### config.mk
export PLATFORM = sky130hd
export DESIGN_NAME = uart_tx_arbiter
export DESIGN_NICKNAME = d
export VERILOG_FILES = /design/src/rtl/uart_pkg.sv /design/src/rtl/rr_pick.sv /design/src/rtl/uart_tx_arbiter.sv
export SDC_FILE = /design/constraint.sdc
export NUM_CORES = 1
export LEC_CHECK = 0
export CAP_MARGIN = 10
export CELL_PAD_IN_SITES_DETAIL_PLACEMENT = 1
export CELL_PAD_IN_SITES_GLOBAL_PLACEMENT = 1
export CORE_MARGIN = 2
export CORE_UTILIZATION = 32
export DETAILED_ROUTE_END_ITERATION = 8
export HOLD_SLACK_MARGIN = 0.03
export PLACE_DENSITY_LB_ADDON = 0.12
export SLEW_MARGIN = 10
export SYNTH_ARGS = -nofsm -noshare
export SYNTH_HDL_FRONTEND = slang
export SYNTH_SLANG_ARGS = --single-unit
### constraint.sdc
create_clock -name clk -period 1.86 [get_ports clk]
set_input_delay 0.186 -clock clk [delete_from_list [all_inputs] [get_ports clk]]
set_output_delay 0.186 -clock clk [all_outputs]
set_load 0.02 [all_outputs]
### src/rtl/uart_pkg.sv
// uart_pkg: shared types and uart_tx handshake constants for the transmit path.
package uart_pkg;
   typedef logic [7:0] byte_t;
   typedef enum logic [1:0] {S_ARB, S_WAIT, S_CONT} arb_state_t;
   localparam int BYTE_W = 8;
   localparam logic TX_IDLE = 1'b0;
   localparam logic TX_SEND = 1'b1;
   function automatic int rr_wrap(int p, int k, int n);
      return (p + k >= n) ? p + k - n : p + k;
   endfunction
endpackage

### src/rtl/rr_pick.sv
// rr_pick: round-robin picker; first requester at or after rr_ptr, wrapping modulo NREQ.
module rr_pick
   import uart_pkg::*;
#(
   parameter int NREQ = 4
) (
   input  logic [NREQ-1:0]         req,
   input  logic [$clog2(NREQ)-1:0] rr_ptr,
   output logic [$clog2(NREQ)-1:0] grant,
   output logic                    any_valid
);
   localparam int PW = $clog2(NREQ);
   // Scan farthest-first so the nearest valid requester overwrites earlier picks.
   always_comb begin
      grant = '0;
      for (int k = NREQ - 1; k >= 0; k--)
         if (req[rr_wrap(int'(rr_ptr), k, NREQ)]) grant = PW'(rr_wrap(int'(rr_ptr), k, NREQ));
   end
   assign any_valid = |req;
endmodule

### src/rtl/uart_tx_arbiter.sv
// uart_tx_arbiter: shares one uart_tx among NREQ requesters, round-robin with bounded bursts.
module uart_tx_arbiter
   import uart_pkg::*;
#(
   parameter int NREQ        = 4,
   parameter int MAX_BURST   = 16,
   parameter int HOLD_CYCLES = 255
) (
   input  logic                    clk,
   input  logic                    rstn,
   input  logic [NREQ-1:0]         req_valid,
   input  logic [NREQ*8-1:0]       req_data,
   input  logic [NREQ-1:0]         req_last,
   output logic [NREQ-1:0]         req_ready,
   output logic                    tx_valid,
   output logic [7:0]              tx_data,
   input  logic                    tx_done,
   output logic [$clog2(NREQ)-1:0] owner,
   output logic                    owner_valid,
   output logic                    busy
);
   localparam int PW = $clog2(NREQ);
   localparam int BW = $clog2(MAX_BURST + 1);
   localparam int HW = $clog2(HOLD_CYCLES + 1);
   arb_state_t    state;
   logic [PW-1:0] rr_ptr, grant, sel, nxt_ptr;
   logic [BW-1:0] beat_cnt;
   logic [HW-1:0] hold_cnt;
   logic          last_flag, any_valid, accept;
   byte_t         req_byte;
   rr_pick #(.NREQ(NREQ)) u_pick (
      .req       (req_valid),
      .rr_ptr    (rr_ptr),
      .grant     (grant),
      .any_valid (any_valid)
   );
   // Ready is forced low during reset so nothing is accepted while the transmitter is held.
   always_comb begin
      sel       = (state == S_CONT) ? owner : grant;
      req_ready = !rstn ? '0
                : (state == S_ARB)  ? ({{(NREQ-1){1'b0}}, any_valid} << grant)
                : (state == S_CONT) ? (req_valid & (NREQ'(1) << owner))
                : '0;
   end
   assign accept   = |(req_valid & req_ready);
   assign req_byte = req_data[int'(sel)*BYTE_W +: BYTE_W];
   assign nxt_ptr  = PW'(rr_wrap(int'(owner), 1, NREQ));
   assign busy     = state == S_WAIT;
   always_ff @(posedge clk or negedge rstn) begin
      if (!rstn) begin
         state       <= S_ARB;
         rr_ptr      <= '0;
         owner       <= '0;
         owner_valid <= 1'b0;
         tx_valid    <= TX_IDLE;
         tx_data     <= '0;
         beat_cnt    <= '0;
         hold_cnt    <= '0;
         last_flag   <= 1'b0;
      end else begin
         tx_valid <= TX_IDLE;
         if (accept) begin
            tx_data     <= req_byte;
            tx_valid    <= TX_SEND;
            owner       <= sel;
            owner_valid <= 1'b1;
            beat_cnt    <= beat_cnt + 1'b1;
            last_flag   <= req_last[sel] | (beat_cnt == BW'(MAX_BURST - 1));
            state       <= S_WAIT;
         end else if (state == S_WAIT && tx_done) begin
            if (last_flag) begin
               state       <= S_ARB;
               rr_ptr      <= nxt_ptr;
               beat_cnt    <= '0;
               owner_valid <= 1'b0;
            end else begin
               state    <= S_CONT;
               hold_cnt <= '0;
            end
         end else if (state == S_CONT) begin
            if (hold_cnt == HW'(HOLD_CYCLES - 1)) begin
               state       <= S_ARB;
               rr_ptr      <= nxt_ptr;
               beat_cnt    <= '0;
               owner_valid <= 1'b0;
            end else begin
               hold_cnt <= hold_cnt + 1'b1;
            end
         end
      end
   end
endmodule

---- Word level (Yosys, flattened, before mapping) ----
Index checks and enable logic that the tools add are counted.
Widths: inputs -> output; s select.
storage, ports and cells
  register bits after elaboration ......... 30
  latch bits .............................. 0
  RAM bits ................................ 0
  memory bits (read-only) ................. 0
  bits of input ports ..................... 43
  output and inout bits ................... 17
  word-level logic and storage cells ...... 108
  memories kept ........................... 0
cells by class
  add/sub/neg operators ................... 11
  multipliers ............................. 0
  div/mod/pow operators ................... 0
  magnitude comparators ................... 10
  eq/ne operators ......................... 8
  shift-type cells ........................ 3
  mux-type cells .......................... 51
  bitwise operators ....................... 4
  reductions and logical operators ........ 12
operators by type and width
  operator               count
  $lt 32x4->1 const B    4
  $mux 32                4
  $ge 32x4->1 const B    3
  $sub 32x4->32 const B  3
  $mux 8                 4
  $shiftx 32x6->8        1
  $mux 2                 15
  $mux 5                 5
  $mux 1                 15
  $mux 4                 3
  $bmux 1 s2             5
  $add 8x1->8 const B    1
  $and 4x4->4            2
  $eq 8x8->1 const B     1
  $reduce_and 4->1       2
  $reduce_or 4->1        2
  $add 2x1->3 const B    2
  $add 2x2->3 const B    2
  $ne 2x2->1 const B     3
  $reduce_bool 3->1      2
  $add 5x1->5 const B    1
  $eq 5x4->1 const B     1
  $reduce_bool 2->1      2
  $shl 1x2->4            1
  15 further kinds       15

---- Longest topological paths before layout ----
Gate-level depths: netlist of the first run.
  depth in word-level cells ............... 17
  depth in mapped cells ................... 9
  mapped depth without buffers ............ 8

---- Cells and area by module ----
A second synthesis of the first run with hierarchy kept.
second synthesis, totals
  cell total of the unflattened synthesis .. 183
  area total of the unflattened synthesis .. 1936.9 µm²
modules (own cells, without submodules)
  module           instances  cells each  area an instance (µm²)  seq. area each (µm²)
  uart_tx_arbiter  1          170         1859.3                  750.7
  rr_pick          1          13          77.6                    0.0

---- Least setup slack after synthesis of the first run ----
Ideal clock, no wire load.
  kind .................................... register -> register
  from .................................... register owner[0]
  to ...................................... register hold_cnt[2]
  library setup time ...................... 120 ps
  arrival ................................. 1936 ps
  required time ........................... 1740 ps
  path slack .............................. -196 ps
  stages on the path, launching flop included .. 9
  buffers on the path ..................... 1
  period minus slack after synthesis ...... 2056 ps
  cells stage by stage .................... dfrtp_1 -> inv_1 -> ha_1 -> a22oi_1 -> a311oi_2 -> a211oi_2 -> buf_4 -> a21oi_1 -> a31o_2
between the ends
  longest elaborated chain between the ends .. 9
ends and longest elaborated chain
  element                            RTL line               text
  start, declared                    uart_tx_arbiter.sv:18  output logic [$clog2(NREQ)-1:0] owner,
  start signal, assigned             uart_tx_arbiter.sv:65  owner <= sel;
  $shl 1x2->4                        uart_tx_arbiter.sv:42  : (state == S_CONT) ? (req_valid & (NREQ'(1) << owner))
  $and 4x4->4                        uart_tx_arbiter.sv:42
  $mux 4                             uart_tx_arbiter.sv:42
  $mux 4                             uart_tx_arbiter.sv:41  : (state == S_ARB) ? ({{(NREQ-1){1'b0}}, any_valid} << grant)
  $mux 4                             uart_tx_arbiter.sv:40  req_ready = !rstn ? '0
  $and 4x4->4                        uart_tx_arbiter.sv:45  assign accept = |(req_valid & req_ready);
  $reduce_or 4->1                    uart_tx_arbiter.sv:45
  $not 1->1 (no source line)         n/a
  $reduce_and 4->1 (no source line)  n/a
  end signal, assigned               uart_tx_arbiter.sv:87  hold_cnt <= hold_cnt + 1'b1;
  end, declared                      uart_tx_arbiter.sv:28  logic [HW-1:0] hold_cnt;
Every way passes these cells.
A chain may end at the register's enable or synchronous reset.

---- Worst setup path after layout of the first run ----
  from .................................... register owner[0]
  to ...................................... register hold_cnt[1]
The elaborated chain is that of the path after synthesis.

==> flow_metrics.py, run 1 <==
metrics = {
    "cts": {
        "cts_tree": "built",
        "htreeDepth": 2,
        "insertion_delay_ns": 0.29,
        "clkSinkCount": 30,
        "clk_pin_slew_ns": 0.07,
        "root_buffer": "clkbuf_8",
        "numCtsBuffers": 5,
        "clockBufferDepth": 2,
    },
    "pwr": {
        "p_switching_uw": 2310,
        "p_clk_share_pct": 12.2,
        "sw_frac_of_total_pct": 41.7,
        "p_int_uw": 3230,
        "p_leak_uw": 0.00154,
        "peakVddDrop_uv": 777,
        "pwr-share-comb_pct": 66.1,
        "seqPwrFrac_pct": 21.6,
        "pwr_density_cell_nw_per_um2": 1500,
        "power_uw": 5550,
    },
    "setup_path": {
        "startpoint_type": "flop",
        "slowest_delay_ns": 0.41,
        "crit_type": "flop to flop",
        "crit_path_end": "hold_cnt[1]",
        "endpoint_kind": "flop",
        "reg2reg_to": "hold_cnt[1]",
        "r2r_setup_slack_ns": -0.21,
        "worstPathRequired_ns": 2.03,
        "cpMaxStageDelayCell": "dfrtp_2",
        "critPathMaxFanout": 7,
        "arrival_ns": 2.24,
        "critPathLaunch": "owner[0]",
        "cp_cell_sequence": "inv_4 > ha_4 > a22oi_2 > a311oi_4 > buf_6 > a211oi_4 > buf_6 > mux2_4",
        "rr_worst_depth": 8,
        "r2r_start": "owner[0]",
        "cp_common_cell": "buf_6",
    },
    "sta": {
        "hold_violations": 0,
        "drv_slew": 0,
        "worst_slack_ns": -0.214,
        "setup_violations": 21,
        "max_clock_freq_mhz": 482,
        "period_share_pct": 111,
        "tightest_slew_ns": 0.531,
        "slew_headroom_pct": 64.1,
        "fin_skew_ns": 0.00763,
        "rsz0062_at_grt": "yes",
        "min_period_ns": 2.07,
    },
    "grt": {
        "grt_pass1_wl_microns": 11500,
        "grt_max_degree": 33,
        "use_met1_pct": 26.7,
        "grt_use_total_pct": 20.4,
        "grt_antenna_before_repair": 0,
        "grt_util_met2_pct": 34.1,
        "grt_pass1_vias": 2323,
        "grtUsageMet3_pct": 4.13,
        "overflow": 0,
        "grt.busiest_layer": "met2",
    },
    "hold_path": {
        "hp-class": "input pin to async pin",
    },
    "yosys": {
        "synth_seq_cells": 30,
        "synthArstFlopShare_pct": 100,
        "synth_area_per_cell_sq_um": 9.34,
        "synth_cells": 223,
        "syn_nets": 274,
        "synth_area_leaders": "dfrtp_1 (36%), mux2i_1 (5.8%), ha_1 (4.8%), nand2_1 (3.8%), nor2_1 (3.8%)",
        "ys_warn_count": 0,
        "synth_top_area_cell": "dfrtp_1",
        "netlist.area_leader.share_pct": 36.1,
        "synthesis.area_sq_um": 2080,
        "synthFlopType": "dfrtp_1",
        "synth_edf_count": 0,
        "yosysSeqAreaShare_pct": 36.1,
        "yosysUniqueCellTypes": 47,
    },
    "routing": {
        "ant_nets": 0,
        "firstDrtPassIters": 4,
        "vias": 2213,
        "routed_wl_microns": 7440,
        "via_per_inst": 5.35,
        "dr.first_iter.drc_count": 69,
        "wl_per_cell_microns": 18.0,
        "drc": 0,
    },
    "place": {
        "dp_hpwl_microns": 5170,
        "io_buffers": 59,
        "dp_slack_ns": -0.711,
        "gp_congestion": 0.773,
        "dp.cells": 396,
    },
    "die": {
        "start_util_pct": 33.0,
        "io_pins": 60,
        "die_area_sq_um": 7170,
        "die_y_microns": 84.7,
        "die_x_microns": 84.7,
        "core_sq_um": 6310,
        "row_count": 29,
    },
    "finish": {
        "drive_gt1_share_pct": 41.5,
        "regArea_sq_um": 757,
        "area_delta_synth_final_pct": 77.8,
        "postLayoutCoreUtil_pct": 58.6,
        "fill_cells": 700,
        "diodes": 0,
        "multiInputGateArea_sq_um": 1580,
        "fin_cells": 414,
        "fin_nets": 388,
    },
    "status": {
        "status": "complete, but fails checks",
        "violations": "setup timing",
    },
    "run": {
        "drv_cap": 0,
    },
}
## cell families after synthesis
logic type      count (synthesis)  share of synthesized area (%)
compound gates                 48                           19.1
xor+xnor                        1                          0.421
fa+ha+maj                       8                           4.81
buf+inv                        22                           5.65
flops                          30                           36.1
mux                            17                           8.47
simple gates                   97                           25.5
## routing by layer
metal  up-vias  routed length, microns
li1       1057                       -
met1      1087                    3270
met2        61                    3760
met3         8                     329
met4         0                      77
met5         -                       0
## stage by stage
| stage | hold slack [ns] | TNS [ns] | cell area [sq um] |
|---|---|---|---|
| final | 0.359 | -2.56 | 3700 |
| after global routing | 0.386 | -4.37 | 3700 |
| after CTS | 0.375 | -1.40 | 3500 |
| after detailed placement | 0.475 | -15.19 | 3120 |
| after global placement | 0.483 | -13.74 | 3120 |
| after floorplan | -0.110 | -0.203 | 2110 |
## power by group through the flow
stage | Combinational [uW] | Sequential [uW] | Clock, uW
floorplan | 1420 | 1310 | 0
global placement | 2770 | 1180 | 0
detailed placement | 2830 | 1190 | 0
CTS | 3340 | 1190 | 703
global route | 3940 | 1240 | 738
finish | 3670 | 1200 | 678
## area by class of cell
class | count | share of cell area, %
timing repair buffer | 120 | 30.2
inverter | 9 | 1.12
clock inverter | 1 | 0.811
tap | 77 | 2.60
multi-input combinational | 171 | 42.6
sequential | 30 | 20.4
clock buffer | 6 | 2.23
## synth_stat cells, drive strengths merged (2+ instances only)
cell type and n:
nand4 4, nor2 21, nand2 21, a31o 3, mux2 5, clkbuf 3, nand3 13, nor2b 5
o211a 3, o32ai 2, ha 8, dfrtp 30, nor4 2, nor3 4, a211oi 9, a2111oi 9
nor4b 9, mux2i 12, nand2b 4, inv 9, o21ai 8, and3 3, and2 6, a21oi 5
or3 3, buf 10
## placed cells by master, fill, tap and decap left out, types with 6 or more instances in the layout
master and instances:
nand3_1 9, buf_6 16, mux2i_1 10, inv_1 6
nand2_1 16, nor4b_1 6, clkdlybuf4s50_1 51, nor2_1 19
o21ai_0 7, buf_4 47, clkbuf_8 6, dfrtp_1 25
## worst min path at each step
stage	from	endpoint	slack (ns)	depth (start not counted)
3_5_place_dp	owner_valid	owner_valid	0.47	2
5_1_grt	rstn	hold_cnt[6]	0.39	2
3_3_place_gp	owner_valid	owner_valid	0.48	2
4_1_cts	rstn	hold_cnt[6]	0.38	2
6_report	rstn	hold_cnt[6]	0.36	2
2_1_floorplan	rstn	beat_cnt[0]	-0.11	0
## worst max-delay path: cells and delay by family (launching register included)
| kind | cells | cell delay, ns |
|---|---|---|
| DFF | 1 | 0.41 |
| adders and majority gates | 1 | 0.16 |
| AOI/OAI and AO/OA | 3 | 0.66 |
| buffers and inverters | 3 | 0.41 |
| muxes | 1 | 0.31 |
## registers in the layout, summed over array words and instances (netlist names)
signal	count
beat_cnt	5
hold_cnt	8
last_flag	1
owner	2
owner_valid	1
rr_ptr	2
state	2
tx_data	8
tx_valid	1
## repair_timing
item | in CTS | in global routing
cloned | 1 | 0
setup buffers | 7 | 4
hold endpoints to repair | 0 | 0
gates resized for setup | 74 | 39
endpoints found under the setup margin | 24 | 24
hold buffers | 0 | 0
pin swaps | 6 | 25
No activity file was read; power rests on OpenSTA's default activity.
==> inputs of run 2 (changes only) <==
CORE_UTILIZATION = 33   (was 32)
CTS_BUF_LIST = sky130_fd_sc_hd__clkbuf_8   (was default)
==> run 2 against run 1 <==
Sequential share of layout area fell by 1.8 points. Sequential cell count unchanged. Cell count is 6.5% higher. The run still ends with setup timing left. Register-to-register slack worse by 0.09 ns. Clock-buffer cell count unchanged. Hold slack worse by 0.027 ns. Via count up 12%. Largest cell class unchanged. Critical path type unchanged. First-iteration DRC count shrank 14%.
==> flow_metrics.py, run 2 (same netlist as run 1, synthesis figures left out) <==
metrics = {
    "status": {
        "status": "complete, but fails checks",
        "violations": "setup timing",
    },
    "setup_path": {
        "cp_cell_sequence": "nand2b_4 > buf_4 > a311oi_4 > nor2_2 > buf_6 > inv_4 > buf_6 > buf_12 > nor2_1 > a211oi_2",
        "worstPathRequired_ns": 2.08,
        "crit_type": "flop to flop",
        "rr_worst_depth": 10,
        "startpoint_type": "flop",
        "cpMaxStageDelayCell": "dfrtp_2",
        "arrival_ns": 2.38,
        "r2r_start": "state[0]",
        "slowest_delay_ns": 0.48,
        "r2r_setup_slack_ns": -0.30,
        "endpoint_kind": "flop",
        "critPathMaxFanout": 6,
        "cp_common_cell": "buf_6",
        "reg2reg_to": "tx_data[0]",
    },
    "routing": {
        "routed_wl_microns": 10400,
        "vias": 2483,
        "via_per_inst": 5.63,
        "wl_per_cell_microns": 23.6,
        "drc": 0,
        "ant_nets": 0,
        "dr.first_iter.drc_count": 59,
        "firstDrtPassIters": 4,
    },
    "finish": {
        "diodes": 0,
        "layout_commonest_cell": "buf_4",
        "largestRegisters": "hold_cnt: 8 flops, tx_data: 8 flops, beat_cnt: 5 flops",
        "fin_area_sq_um": 4060,
        "fin_cells": 441,
        "drive_gt1_share_pct": 48.4,
        "fin_nets": 416,
        "postLayoutCoreUtil_pct": 67.3,
        "mostFrequentLayoutCells": "buf_4 (68), clkdlybuf4s50_1 (50), dfrtp_1 (25)",
        "area_delta_synth_final_pct": 94.9,
    },
    "cts": {
        "insertion_delay_ns": 0.31,
        "clkSinkCount": 30,
        "cts_hold_buf": 0,
        "numCtsBuffers": 5,
        "clk_pin_slew_ns": 0.08,
        "cts_tree": "built",
        "clockBufferDepth": 2,
        "root_buffer": "clkbuf_8",
        "htreeDepth": 2,
    },
    "grt": {
        "grt_antenna_before_repair": 0,
        "grt_pass1_vias": 2613,
        "grt_use_total_pct": 24.9,
        "overflow": 0,
        "grt_pass1_wl_microns": 13700,
        "grt_max_degree": 33,
    },
    "sta": {
        "hold_violations": 0,
        "min_period_ns": 2.16,
        "drv_slew": 0,
        "period_share_pct": 116,
        "slew_headroom_pct": 68.4,
        "tightest_slew_ns": 0.470,
        "max_clock_freq_mhz": 463,
        "worst_slack_ns": -0.300,
        "setup_violations": 32,
        "fin_skew_ns": 0.0113,
        "finalHoldWorstSlack_ns": 0.332,
        "rsz0062_at_grt": "yes",
    },
    "pwr": {
        "power_uw": 6600,
        "pwr_density_cell_nw_per_um2": 1630,
        "peakVddDrop_uv": 942,
        "p_leak_uw": 0.00173,
    },
    "die": {
        "die_area_sq_um": 6960,
        "die_y_microns": 83.4,
        "io_pins": 60,
        "row_count": 28,
        "core_sq_um": 6030,
        "start_util_pct": 34.6,
        "die_x_microns": 83.4,
    },
    "place": {
        "io_buffers": 59,
        "dp_hpwl_microns": 5070,
        "placed_cell_area_sq_um": 3130,
        "dp.cells": 399,
        "gp_congestion": 0.801,
    },
    "run": {
        "drv_cap": 0,
    },
    "hold_path": {
        "hp-class": "input pin to async pin",
    },
}
run 2: cell types whose count changed in the layout (fill, tap and decap cells not counted), sizes merged:
| cell | change |
|---|---|
| buf | +28 |
| bufinv | +1 |
| dlymetal6s2s | +1 |
| clkdlybuf4s50 | -1 |
run 2: how the worst max path moves through the flow:
| stage | start | end | slack, ns | depth (start not counted) |
|---|---|---|---|---|
| floorplan | owner[1] | tx_data[2] | -0.04 | 8 |
| global placement | req_valid[2] | tx_data[4] | -0.69 | 7 |
| detailed placement | req_valid[2] | tx_data[4] | -0.71 | 7 |
| CTS | owner[0] | tx_data[0] | -0.17 | 12 |
| global route | state[0] | tx_data[0] | -0.36 | 10 |
| finish | state[0] | tx_data[0] | -0.30 | 10 |
run 2: power by group:
part | leakage, uW | total (uW) | internal (uW) | switching, uW
registers | 0.000364 | 1240 | 935 | 300
logic | 0.00129 | 4490 | 2280 | 2210
clock network | 0.0000714 | 882 | 572 | 310
run 2: stage by stage:
| stage | setup WS, ns | setup TNS [ns] |
|---|---|---|
| floorplan | -0.0354 | -0.203 |
| global placement | -0.685 | -11.61 |
| detailed placement | -0.714 | -13.46 |
| CTS | -0.174 | -2.71 |
| global route | -0.357 | -7.91 |
| finish | -0.300 | -6.08 |
run 2: final cells by class:
cell class	count	area, sq um
sequential	30	757
clock inverter	2	60.1
multi-input combinational	171	1650
clock buffer	6	82.6
timing repair buffer	148	1370
fill	634	1970
tap	75	93.8
inverter	9	38.8
run 2: layer usage:
| layer | share of wire [%] | up-vias | track usage [%] |
|---|---|---|---|
| met1 | 38 | 1227 | 28.8 |
| met3 | 5.2 | 33 | 4.87 |
| met2 | 52 | 107 | 44.7 |
| li1 | - | 1116 | - |
| met4 | 4.5 | 0 | 10.6 |
| met5 | 0 | - | 0 |
run 2: critical path: cells and delay by family, from the launching register on:
kind / cells / cell delay [ns]
buffers and inverters: 5 / 0.65
AOI/OAI and AO/OA: 2 / 0.58
DFF: 1 / 0.48
and+or+nand+nor: 3 / 0.34
run 2: what timing repair did:
item	4_1_cts	5_1_grt
setup endpoints to repair	28	32
setup buffers	12	21
pin swaps	14	22
cloned	1	0
resized for setup	74	64
